### src/rtl/mem_burst_ddr_rr.sv
// mem_burst_ddr_rr: round-robin write/read burst bridge onto a DDR local interface; define WR_BE_EN for user write byte enables
module mem_burst_ddr_rr #(
  parameter int MEM_DATA_WIDTH = 32,
  parameter int ADDR_WIDTH     = 25,
  parameter int LEN_WIDTH      = 10,
  parameter int SIZE_WIDTH     = 3,
  parameter int BURST_SIZE     = 2
) (
  input  logic                        MEM_CLK,
  input  logic                        RST_N,
  input  logic                        WR_BURST_REQ,
  input  logic [LEN_WIDTH-1:0]        WR_BURST_LEN,
  input  logic [ADDR_WIDTH-1:0]       WR_BURST_ADDR,
  input  logic [MEM_DATA_WIDTH-1:0]   WR_BURST_DATA,
`ifdef WR_BE_EN
  input  logic [MEM_DATA_WIDTH/8-1:0] WR_BURST_BE,
`endif
  output logic                        WR_BURST_DATA_REQ,
  input  logic                        RD_BURST_REQ,
  input  logic [LEN_WIDTH-1:0]        RD_BURST_LEN,
  input  logic [ADDR_WIDTH-1:0]       RD_BURST_ADDR,
  output logic [MEM_DATA_WIDTH-1:0]   RD_BURST_DATA,
  output logic                        RD_BURST_DATA_VALID,
  output logic                        WR_FINISH,
  output logic                        RD_FINISH,
  output logic                        BURST_IDLE,
  input  logic                        LOCAL_INITIAL_DONE,
  output logic                        RST_DDR_N,
  input  logic                        LOCAL_READY,
  output logic [ADDR_WIDTH-1:0]       LOCAL_ADDR,
  output logic [SIZE_WIDTH-1:0]       LOCAL_SIZE,
  output logic                        LOCAL_BURSTBEGIN,
  output logic                        LOCAL_WRITE_REQ,
  output logic [MEM_DATA_WIDTH-1:0]   LOCAL_WDATA,
  output logic [MEM_DATA_WIDTH/8-1:0] LOCAL_BE,
  output logic                        LOCAL_READ_REQ,
  input  logic [MEM_DATA_WIDTH-1:0]   LOCAL_RDATA,
  input  logic                        LOCAL_RDATA_VALID
);
  typedef enum logic [1:0] {IDLE, WR_DATA, RD_CMD, RD_WAIT} state_t;
  state_t state_q, state_d;
  logic last_wr_q, last_wr_d;
  logic [ADDR_WIDTH-1:0] addr_q, addr_d;
  logic [SIZE_WIDTH-1:0] size_q, size_d, beat_q, beat_d;
  logic [LEN_WIDTH-1:0] rem_q, rem_d, len_q, len_d, cnt_q, cnt_d;
  logic wr_v, rd_v, gw, wr_st, rc_st, rd_st, wr_acc, rc_acc, rd_beat, rd_last, chunk_end;
  logic [LEN_WIDTH-1:0] req_len, cmd_rem;

  function automatic logic [SIZE_WIDTH-1:0] min_sz(input logic [LEN_WIDTH-1:0] n);
    return (n < LEN_WIDTH'(BURST_SIZE)) ? SIZE_WIDTH'(n) : SIZE_WIDTH'(BURST_SIZE);
  endfunction

  assign wr_v      = WR_BURST_REQ && (WR_BURST_LEN != '0);
  assign rd_v      = RD_BURST_REQ && (RD_BURST_LEN != '0);
  assign gw        = wr_v && (!rd_v || !last_wr_q);
  assign req_len   = gw ? WR_BURST_LEN : RD_BURST_LEN;
  // strobes drop in the same cycle calibration is lost, so nothing is accepted during the abort
  assign wr_st     = (state_q == WR_DATA) && LOCAL_INITIAL_DONE;
  assign rc_st     = (state_q == RD_CMD) && LOCAL_INITIAL_DONE;
  assign rd_st     = ((state_q == RD_CMD) || (state_q == RD_WAIT)) && LOCAL_INITIAL_DONE;
  assign wr_acc    = wr_st && LOCAL_READY;
  assign rc_acc    = rc_st && LOCAL_READY;
  assign rd_beat   = rd_st && LOCAL_RDATA_VALID;
  assign rd_last   = rd_beat && (cnt_q + LEN_WIDTH'(1) == len_q);
  assign chunk_end = (beat_q + SIZE_WIDTH'(1)) == size_q;
  assign cmd_rem   = rem_q - LEN_WIDTH'(size_q);

  assign WR_BURST_DATA_REQ   = wr_acc;
  assign WR_FINISH           = wr_acc && (rem_q == LEN_WIDTH'(1));
  assign RD_FINISH           = rd_last;
  assign RD_BURST_DATA       = LOCAL_RDATA;
  assign RD_BURST_DATA_VALID = rd_beat;
  assign BURST_IDLE          = (state_q == IDLE) && LOCAL_INITIAL_DONE && !wr_v && !rd_v;
  assign RST_DDR_N           = RST_N;
  assign LOCAL_ADDR          = addr_q;
  assign LOCAL_SIZE          = size_q;
  assign LOCAL_WRITE_REQ     = wr_st;
  assign LOCAL_READ_REQ      = rc_st;
  assign LOCAL_BURSTBEGIN    = rc_st || (wr_st && (beat_q == '0));
  assign LOCAL_WDATA         = WR_BURST_DATA;
`ifdef WR_BE_EN
  assign LOCAL_BE            = wr_st ? WR_BURST_BE : '1;
`else
  assign LOCAL_BE            = '1;
`endif

  // next state: grant in IDLE, step write beats, issue read commands and count returned beats
  always_comb begin
    state_d   = state_q;
    last_wr_d = last_wr_q;
    addr_d    = addr_q;
    size_d    = size_q;
    beat_d    = beat_q;
    rem_d     = rem_q;
    len_d     = len_q;
    cnt_d     = cnt_q;
    if (!LOCAL_INITIAL_DONE) begin
      state_d = IDLE;
    end else begin
      case (state_q)
        IDLE: if (wr_v || rd_v) begin
          state_d   = gw ? WR_DATA : RD_CMD;
          last_wr_d = (wr_v && rd_v) ? gw : last_wr_q;
          addr_d    = gw ? WR_BURST_ADDR : RD_BURST_ADDR;
          len_d     = req_len;
          rem_d     = req_len;
          size_d    = min_sz(req_len);
          beat_d    = '0;
          cnt_d     = '0;
        end
        WR_DATA: if (wr_acc) begin
          rem_d   = rem_q - LEN_WIDTH'(1);
          beat_d  = chunk_end ? '0 : beat_q + SIZE_WIDTH'(1);
          addr_d  = chunk_end ? addr_q + ADDR_WIDTH'(size_q) : addr_q;
          size_d  = chunk_end ? min_sz(rem_q - LEN_WIDTH'(1)) : size_q;
          state_d = (rem_q == LEN_WIDTH'(1)) ? IDLE : WR_DATA;
        end
        default: begin
          if (rc_acc) begin
            addr_d  = addr_q + ADDR_WIDTH'(size_q);
            rem_d   = cmd_rem;
            size_d  = min_sz(cmd_rem);
            state_d = (cmd_rem == '0) ? RD_WAIT : RD_CMD;
          end
          cnt_d   = rd_beat ? cnt_q + LEN_WIDTH'(1) : cnt_q;
          state_d = rd_last ? IDLE : state_d;
        end
      endcase
    end
  end

  // state and datapath registers; last grant starts as read so write wins the first tie
  always_ff @(posedge MEM_CLK or negedge RST_N) begin
    if (!RST_N) begin
      state_q   <= IDLE;
      last_wr_q <= 1'b0;
      addr_q    <= '0;
      size_q    <= '0;
      beat_q    <= '0;
      rem_q     <= '0;
      len_q     <= '0;
      cnt_q     <= '0;
    end else begin
      state_q   <= state_d;
      last_wr_q <= last_wr_d;
      addr_q    <= addr_d;
      size_q    <= size_d;
      beat_q    <= beat_d;
      rem_q     <= rem_d;
      len_q     <= len_d;
      cnt_q     <= cnt_d;
    end
  end
endmodule
### config.mk
export PLATFORM = sky130hd
export DESIGN_NAME = mem_burst_ddr_rr
export DESIGN_NICKNAME = d
export VERILOG_FILES = /design/src/rtl/mem_burst_ddr_rr.sv
export SDC_FILE = /design/constraint.sdc
export NUM_CORES = 1
export LEC_CHECK = 0
export BUFFER_PORTS_ARGS = -buffer_cell sky130_fd_sc_hd__clkbuf_2
export CORE_UTILIZATION = 30
export DETAILED_ROUTE_END_ITERATION = 6
export PLACE_DENSITY = 0.64
export SLEW_MARGIN = 15
export SYNTH_ARGS = -nofsm -noshare
export SYNTH_HDL_FRONTEND = slang
export SYNTH_SLANG_ARGS = --single-unit
### constraint.sdc
create_clock -name MEM_CLK -period 3.9 [get_ports MEM_CLK]
set_clock_uncertainty 0.2 [all_clocks]
set_input_delay 0.195 -clock MEM_CLK [delete_from_list [all_inputs] [get_ports MEM_CLK]]
set_output_delay 0.195 -clock MEM_CLK [all_outputs]
set_load 0.05 [all_outputs]
==> impl_metrics.ini, run 1 <==
[outcome]
status = complete, but fails checks
violations = DRC

[power]
p_per_area_nw_per_um2 = 785
p_clk_frac = 0.184
combinationalPowerShare = 0.543
total_power_mw = 4.86
p_sw_mw = 2.42
max-vdd-ir-drop_uv = 218
p_sw_frac = 0.498
p_leak_nw = 2.74
p_int_mw = 2.44
seqPwrFrac = 0.272

[grt]
antenna_found_initial = 1
grt_overflow = 0
grt_pass1_wl_mm = 27.2
grt_pass1_vias = 4948
grt_start_max_net_pins = 37
track_usage = 0.180

[detailed_routing]
drtIter0Drc = 411
vias = 5313
drc = 17
drt.antenna.violating_nets = 0
drtPass1Iterations = 7
wirelength_mm = 17.2
routed_via_density = 5.57
avgRoutedWirePerCell_um = 18.0

[die]
die_x_um = 139
dieArea_um2 = 19200
rows = 49
core_area_um2 = 18100
dieHeight_um = 139
initial_core_util = 0.308
io_pins = 246

[cells_and_area]
final_util = 0.341
antenna_cells = 0
layout_common_cells = 112 x clkbuf_2, 70 x nand2_1, 64 x dfrtp_1, 51 x o21ai_0, 51 x nor2_1
areaGrowthSynthToFinish_pct = 10.6
n_fill_cell = 1924
final_nets = 875
multiInputGateArea_um2 = 3220
ff_latch_area_um2 = 1600
final_common_cell = clkbuf_2
drive_above_1_share = 0.247
final_area_um2 = 6190

[timing]
worst_pin_slew_ns = 1.16
slew_headroom = 0.227
hold_violations = 0
finalSetupViolCount = 0
slew_violations = 0
layout_min_cycle_time_ns = 3.28
period_share = 0.840
tns_ns = 0
rsz0062_at_grt = false
max_clock_freq_ghz = 0.305

[logic_synthesis]
ys_types = 81
synth_area_per_cell_um2 = 8.12
synth-main-ff-cell = dfrtp_1
ys_warn_count = 0
async_reset_ff_frac = 1.00
synthesis.area_um2 = 5600
ys_ff_latch = 64
synth_edf_count = 0
ys_seq_area_frac = 0.286
synthCells = 689

[clocking]
htree_num_levels = 3
clk_pin_slew_ns = 0.06
clk_latency_ns = 0.33
root_buffer = clkbuf_16
cts_buffers = 9
cts_buffer_depth = 2
cts.sinks = 64
cts_resized = 0
cts_tree = done

[worst_setup_path]
critical_path_required_ns = 3.50
cp_max_fo = 5
end_kind = primary output
path_class = reg2out
critPathLaunchType = flop
arrival_ns = 2.88

[place]
port_buffers = 113
postPlaceCellArea_um2 = 5840
dp_hpwl_mm = 13.0
routabilityCongestion = 0.946

[job]
drv_cap = 0

[worst_hold_path]
hp-class = in2reg
-- critical path: stages, from the launching register on --
cell and delay, ns:
dfrtp_1 0.44, ha_1 0.28, nand3_1 0.22, nor3_1 0.38, xnor2_1 0.13, nor4_1 0.48
nand3_1 0.25, inv_1 0.09, clkbuf_2 0.27
-- state kept, by name, indices dropped and copies added, names as in the netlist --
name and cells:
LOCAL_ADDR 25, cnt_q 10, len_q 10, rem_q 10, LOCAL_SIZE 3, beat_q 3
state_q 2, last_wr_q 1
-- cells by family (layout without fill, tap and decap cells) --
family                   after synthesis  after routing  synth area share
AO/OA/AOI/OAI                        200            200             0.243
adder cells (fa/ha/maj)               13             13            0.0317
other                                  1              4          0.000670
AND/OR/NAND/NOR                      232            232             0.203
XOR/XNOR                              21             21            0.0353
flip-flops                            64             64             0.286
multiplexers                          28             28            0.0583
buffers and inverters                130            163             0.141
-- cell type report --
type | count | share of cell area
clock inverters | 3 | 0.0105
repair buffers | 127 | 0.110
well taps | 229 | 0.0463
multi-input cells | 498 | 0.521
clock buffers | 12 | 0.0414
flip-flops and latches | 64 | 0.259
inverters | 21 | 0.0127
-- cells in the mapped netlist (4+ instances only) --
cell type,number,area share
o21ai_1,4,0.0036
mux2_4,7,0.019
a21o_1,6,0.0080
o22ai_1,10,0.011
mux2i_1,12,0.021
o21ai_0,51,0.046
or2_2,5,0.0056
xnor2_1,13,0.020
buf_6,5,0.010
or4_1,6,0.0080
nor3_1,14,0.013
nor4_1,9,0.010
o22a_1,7,0.011
nand3_1,29,0.026
a21oi_1,46,0.041
or3_1,5,0.0056
o31ai_1,4,0.0054
dfrtp_1,64,0.29
buf_4,70,0.094
nor2_1,52,0.035
clkbuf_1,28,0.019
nand2_1,70,0.047
xor2_1,7,0.011
nor2b_1,6,0.0067
inv_1,21,0.014
mux2_2,9,0.018
and3_1,10,0.011
o21a_1,6,0.0080
a31oi_1,11,0.012
nand2b_1,4,0.0045
ha_1,11,0.025
a22o_1,5,0.0078
nand4_1,5,0.0056
a211oi_1,5,0.0067
a22oi_1,5,0.0067
-- power groups by stage --
stage	logic (mW)	registers, mW	clock network, mW
global placement	2.60	1.31	0
detailed placement	2.61	1.32	0
finish	2.64	1.32	0.895
CTS	2.62	1.31	0.904
floorplan	1.82	1.61	0
global route	2.86	1.36	0.938
-- stage by stage --
stage	cells	hold WS (ns)	worst slack, ns
after CTS	954	0.0176	0.608
after detailed placement	936	0.0984	0.858
final	954	0.0261	0.624
after global placement	936	0.0973	0.911
after floorplan	692	-0.301	1.05
after global routing	954	0.0436	0.475
-- path summary, 6_finish.rpt --
path                                        from             to  cells past startpoint  slack (ns)
worst max-delay path                    cnt_q[0]      RD_FINISH                      8        0.62
worst min register to register          len_q[3]       len_q[3]                      1        0.30
min in group asynchronous                  RST_N  LOCAL_ADDR[6]                      2        0.26
max in group asynchronous                  RST_N       len_q[3]                      3        2.27
worst max register to register         beat_q[0]  LOCAL_SIZE[1]                      7        0.91
worst min-delay path            WR_BURST_ADDR[6]  LOCAL_ADDR[6]                      4        0.03
-- timing repair --
| item | 4_1_cts | 5_1_grt |
|---|---|---|
| hold buffers | 3 | 0 |
| hold endpoints to repair | 29 | 0 |
| setup buffers | 0 | 0 |
-- per-layer routing --
layer  up-vias  track usage  share of wire
met4         0       0.0810          0.028
li1       2495            -              -
met5         -            0              0
met3        42       0.0421          0.072
met2       234        0.279           0.45
met1      2542        0.237           0.45
(Power assumes the default switching activity.)
==> run 2, diff against run 1 <==
--- a/config.mk
+++ b/config.mk
@@ -5,10 +5,11 @@
 export SDC_FILE = /design/constraint.sdc
 export NUM_CORES = 1
 export LEC_CHECK = 0
+export ABC_AREA = 1
 export BUFFER_PORTS_ARGS = -buffer_cell sky130_fd_sc_hd__clkbuf_2
 export CORE_UTILIZATION = 30
 export DETAILED_ROUTE_END_ITERATION = 6
-export PLACE_DENSITY = 0.64
+export PLACE_DENSITY = 0.66
 export SLEW_MARGIN = 15
 export SYNTH_ARGS = -nofsm -noshare
 export SYNTH_HDL_FRONTEND = slang
==> constraint.sdc (replaced) <==
create_clock -name MEM_CLK -period 2.76 [get_ports MEM_CLK]
set_clock_uncertainty 0.2 [all_clocks]
set_input_delay 0.138 -clock MEM_CLK [delete_from_list [all_inputs] [get_ports MEM_CLK]]
set_output_delay 0.138 -clock MEM_CLK [all_outputs]
set_load 0.05 [all_outputs]
==> impl_metrics.ini, run 2 <==
[cells_and_area]
antenna_cells = 0
n_fill_cell = 1912
final_nets = 1054
final_common_cell = nand2_1
multiInputGateArea_um2 = 3020
areaGrowthSynthToFinish_pct = 23.4
ff_latch_area_um2 = 1600
layout_common_cells = 187 x nand2_1, 110 x clkbuf_2, 85 x inv_1, 63 x dfrtp_1, 63 x nor2_1
drive_above_1_share = 0.213
final_util = 0.379
largest_register_ff_count = 25

[grt]
grt_pass1_vias = 5409
grt_overflow = 0
antenna_found_initial = 0
track_usage = 0.188
grt_start_max_net_pins = 32
grt_pass1_wl_mm = 27.2

[timing]
layout_min_cycle_time_ns = 2.57
slew_headroom = 0.634
max_clock_freq_ghz = 0.388
rsz0062_at_grt = false
slew_violations = 0
hold_violations = 0
worst_slack_ns = 0.186
period_share = 0.933
hold_ws_ns = 0.0110
worst_pin_slew_ns = 0.545
tns_ns = 0
finalSetupViolCount = 0

[clocking]
clk_pin_slew_ns = 0.06
cts_tree = done
htree_num_levels = 3
clk_latency_ns = 0.35
cts_buffer_depth = 2
cts_buffers = 9
root_buffer = clkbuf_16
cts.sinks = 64

[power]
p_sw_mw = 3.48
total_power_mw = 6.86
p_clk_frac = 0.162
p_leak_nw = 3.28
seqPwrFrac = 0.256
max-vdd-ir-drop_uv = 633
combinationalPowerShare = 0.582
p_int_mw = 3.38
p_sw_frac = 0.508
p_per_area_nw_per_um2 = 1010

[logic_synthesis]
ys_ff_latch = 64
ys_types = 45
async_reset_ff_frac = 1.00
synth_area_leaders = dfrtp_1 29%, nand2_1 13%, buf_4 9.8%, inv_1 5.9%, o21ai_0 4.7%
ys_seq_area_frac = 0.289
synthCells = 788
ys_warn_count = 0
synthMostInstantiatedCell = nand2_1
synthesis.area_um2 = 5530
synthTopCellsByCount = 188 x nand2_1, 87 x inv_1, 72 x buf_4
synth_edf_count = 0
synth_area_per_cell_um2 = 7.02
yosysTopAreaCell = dfrtp_1
synth_top_area_frac = 0.289
synth-main-ff-cell = dfrtp_1

[worst_setup_path]
end_kind = flop
arrival_ns = 2.63
path_class = reg2reg
critPathLaunchType = flop
critical_path_required_ns = 2.82
cp_max_fo = 25

[place]
place_ws_ns = 0.138
dp_hpwl_mm = 12.4
routabilityCongestion = 0.962
port_buffers = 113

[die]
rows = 49
initial_core_util = 0.307
dieHeight_um = 138
dieArea_um2 = 19000
io_pins = 246
core_area_um2 = 18000
die_x_um = 138

[detailed_routing]
drtPass1Iterations = 4
drc = 0
vias = 5417
avgRoutedWirePerCell_um = 14.7
routed_via_density = 4.78
drtIter0Drc = 219
wirelength_mm = 16.6
drt.antenna.violating_nets = 0

[worst_hold_path]
hp-class = in2reg

[outcome]
status = finished, final reports clean

[job]
drv_cap = 0
run 2: kinds of logic (layout without fill, tap and decap cells):
kind of cell	count (synthesis)	count (layout)	share of synthesized area
adder cells (fa/ha/maj)	13	13	0.0321
flip-flops	64	64	0.289
buffers and inverters	179	293	0.176
AND/OR/NAND/NOR	370	370	0.305
AO/OA/AOI/OAI	125	125	0.137
XOR/XNOR	36	36	0.0595
other	1	4	0.000678
run 2: path summary, 6_finish.rpt:
kind / from / endpoint / cells past startpoint / slack [ns]
hold / removal: RD_BURST_ADDR[7] / LOCAL_ADDR[7] / 4 / 0.01
setup reg to reg: state_q[1] / LOCAL_ADDR[9] / 10 / 0.19
min in group asynchronous: RST_N / len_q[2] / 3 / 0.21
hold reg to reg: len_q[5] / len_q[5] / 2 / 0.31
max in group asynchronous: RST_N / cnt_q[0] / 3 / 1.54
setup / recovery: state_q[1] / LOCAL_ADDR[9] / 10 / 0.19
run 2: power by group through the flow:
stage	logic [mW]	registers, mW	clock network [mW]
floorplan	2.47	2.22	0
global placement	3.75	1.75	0
detailed placement	3.76	1.75	0
CTS	3.94	1.75	1.14
global route	4.43	1.81	1.18
finish	3.99	1.76	1.11
run 2: worst max-delay path: stages (launching register included):
cell	delay, ns
dfrtp_1	0.49
nor2_2	0.18
buf_12	0.17
inv_1	0.14
nor2_4	0.23
buf_12	0.20
nand2_1	0.07
nand2_1	0.05
dlygate4sd3_1	0.55
a31oi_1	0.04
o21ai_0	0.16
run 2: repair_timing:
item,4_1_cts,5_1_grt
cloned,0,0
endpoints found under the setup margin,1,17
buffers inserted,0,5
pin swaps,0,5
hold buffers,50,0
endpoints found under the hold margin,90,0
gates resized for setup,1,16
run 2: through the flow:
| stage | area, µm² | cells |
|---|---|---|
| 2_1_floorplan | 5550 | 791 |
| 3_3_place_gp | 5940 | 1063 |
| 3_5_place_dp | 5940 | 1063 |
| 4_1_cts | 6730 | 1129 |
| 5_1_grt | 6830 | 1134 |
| 6_report | 6830 | 1134 |
run 2: per-layer routing:
layer	share of wire	vias up	wire length, µm	track usage
met5	0	-	0	0
met2	0.49	158	8180	0.320
met3	0.054	32	893	0.0497
met1	0.43	2499	7070	0.223
met4	0.029	0	483	0.0749
li1	-	2728	-	-
run 2: cell type report:
| type | instances | area share |
|---|---|---|
| Multi-Input combinational cell | 548 | 0.442 |
| Sequential cell | 64 | 0.235 |
| Timing Repair Buffer | 185 | 0.188 |
| Inverter | 92 | 0.0510 |
| Tap cell | 229 | 0.0420 |
| Clock buffer | 14 | 0.0401 |
| Clock inverter | 2 | 0.00183 |
==> run 3, diff against run 2 <==
--- a/config.mk
+++ b/config.mk
@@ -6,10 +6,11 @@
 export NUM_CORES = 1
 export LEC_CHECK = 0
 export ABC_AREA = 1
+export ABC_CLOCK_PERIOD_IN_PS = 2500
 export BUFFER_PORTS_ARGS = -buffer_cell sky130_fd_sc_hd__clkbuf_2
 export CORE_UTILIZATION = 30
 export DETAILED_ROUTE_END_ITERATION = 6
-export PLACE_DENSITY = 0.66
+export PLACE_DENSITY = 0.64
 export SLEW_MARGIN = 15
 export SYNTH_ARGS = -nofsm -noshare
 export SYNTH_HDL_FRONTEND = slang
==> constraint.sdc (replaced) <==
create_clock -name MEM_CLK -period 2.5 [get_ports MEM_CLK]
set_clock_uncertainty 0.2 [all_clocks]
set_input_delay 0.125 -clock MEM_CLK [delete_from_list [all_inputs] [get_ports MEM_CLK]]
set_output_delay 0.125 -clock MEM_CLK [all_outputs]
set_load 0.05 [all_outputs]
==> impl_metrics.ini, run 3 (synthesis results as in run 2) <==
[place]
dp.cells = 1071
place_ws_ns = 0.0132
routabilityCongestion = 0.901
port_buffers = 113
dp_hpwl_mm = 13.4

[die]
initial_core_util = 0.307
dieArea_um2 = 19000
core_area_um2 = 18000
io_pins = 246
rows = 49
dieHeight_um = 138
die_x_um = 138

[clocking]
clk_latency_ns = 0.34
cts_tree = done
cts_buffers = 9
clk_pin_slew_ns = 0.06
root_buffer = clkbuf_16
htree_num_levels = 3
cts_buffer_depth = 2
cts.sinks = 64

[worst_hold_path]
hp-class = in2reg
hold_depth = 4

[grt]
track_usage = 0.193
grt_pass1_wl_mm = 28.0
grt_start_max_net_pins = 31
grt_pass1_vias = 5656
antenna_found_initial = 0
grt_overflow = 0

[worst_setup_path]
reg2reg_depth = 8
arrival_ns = 2.12
path_class = reg2out
critical_path_required_ns = 2.17
critPathLaunchType = flop
cp_max_fo = 3
end_kind = primary output

[detailed_routing]
drc = 0
routed_via_density = 4.94
wirelength_mm = 17.8
avgRoutedWirePerCell_um = 15.4
drtPass1Iterations = 6
drt.antenna.violating_nets = 0
vias = 5693
drtIter0Drc = 246

[cells_and_area]
instances_no_fill = 1152
areaGrowthSynthToFinish_pct = 29.3
drive_above_1_share = 0.257
n_fill_cell = 1891
layout_common_cells = 185 x nand2_1, 110 x clkbuf_2, 81 x inv_1, 62 x nor2_1, 58 x dfrtp_1
largest_register_ff_count = 25
final_nets = 1072
final_common_cell = nand2_1
ff_latch_area_um2 = 1610
multiInputGateArea_um2 = 3180
antenna_cells = 0

[timing]
slew_violations = 0
max_clock_freq_ghz = 0.409
worst_slack_ns = 0.0532
hold_violations = 0
period_share = 0.979
layout_min_cycle_time_ns = 2.45
rsz0062_at_grt = true
finalSetupViolCount = 0
hold_ws_ns = 0.000496
slew_headroom = 0.664
worst_pin_slew_ns = 0.500

[job]
drv_cap = 0

[outcome]
status = finished, final reports clean

[power]
p_leak_nw = 3.39
max-vdd-ir-drop_uv = 543
p_per_area_nw_per_um2 = 1110
[run 3: changes by cell type in the layout (fill, tap and decap cells not counted), sizes merged]
cell and change:
bufinv +1, buf +15, clkbuf +1, clkinv -1, dlygate4sd3 +1, nor2 +1
[run 3: final cells by class]
type / instances / area share
timing repair buffer: 202 / 0.200
clock inverter: 2 / 0.00525
multi-input combinational: 549 / 0.444
clock buffer: 14 / 0.0369
sequential: 64 / 0.225
inverter: 92 / 0.0483
tap: 229 / 0.0401
[run 3: worst paths after layout]
path	slack [ns]	endpoint	start
max in group asynchronous	1.19	cnt_q[2]	RST_N
worst max register to register	0.12	LOCAL_ADDR[11]	last_wr_q
worst min register to register	0.30	len_q[8]	len_q[8]
worst min-delay path	0.0005	LOCAL_ADDR[5]	WR_BURST_ADDR[5]
worst max-delay path	0.05	RD_FINISH	cnt_q[0]
min in group asynchronous	0.22	LOCAL_ADDR[5]	RST_N
[run 3: layer usage]
metal / up-vias / GRT usage / part of all wire
met1: 2678 / 0.220 / 0.41
met5: - / 0 / 0
met3: 45 / 0.0416 / 0.065
met2: 208 / 0.346 / 0.50
met4: 0 / 0.0833 / 0.031
li1: 2762 / - / -
[run 3: worst max-delay path: stages, from the launching register on]
cell and delay, ns:
dfrtp_1 0.43, ha_4 0.20, or2_4 0.23, nand2_4 0.07, or2_4 0.10, nand4_1 0.08
nor2_1 0.13, nand4_1 0.22, inv_2 0.15, clkbuf_16 0.17
[run 3: report_power, final]
part / internal, mW / switching (mW) / total (mW)
registers: 1.44 / 0.498 / 1.94
logic: 1.69 / 3.04 / 4.73
clock network: 0.827 / 0.463 / 1.29
total: 3.95 / 4.01 / 7.96
[run 3: per-stage QoR]
step / area, µm² / power, mW / util / TNS [ns]
final: 7150 / 7.96 / 0.397 / 0
after global routing: 7150 / 8.58 / 0.397 / -0.126
after CTS: 6890 / 7.72 / 0.382 / 0
after detailed placement: 6030 / 6.18 / 0.334 / 0
after global placement: 6030 / 6.16 / 0.334 / 0
after floorplan: 5580 / 5.21 / - / -0.0223
[run 3: repair_timing]
action	4_1_cts	5_1_grt
buffers inserted	2	11
gates resized for setup	8	41
hold endpoints to repair	91	0
hold buffers	51	0
cloned	0	1
pin swaps	3	15
setup endpoints to repair	2	21
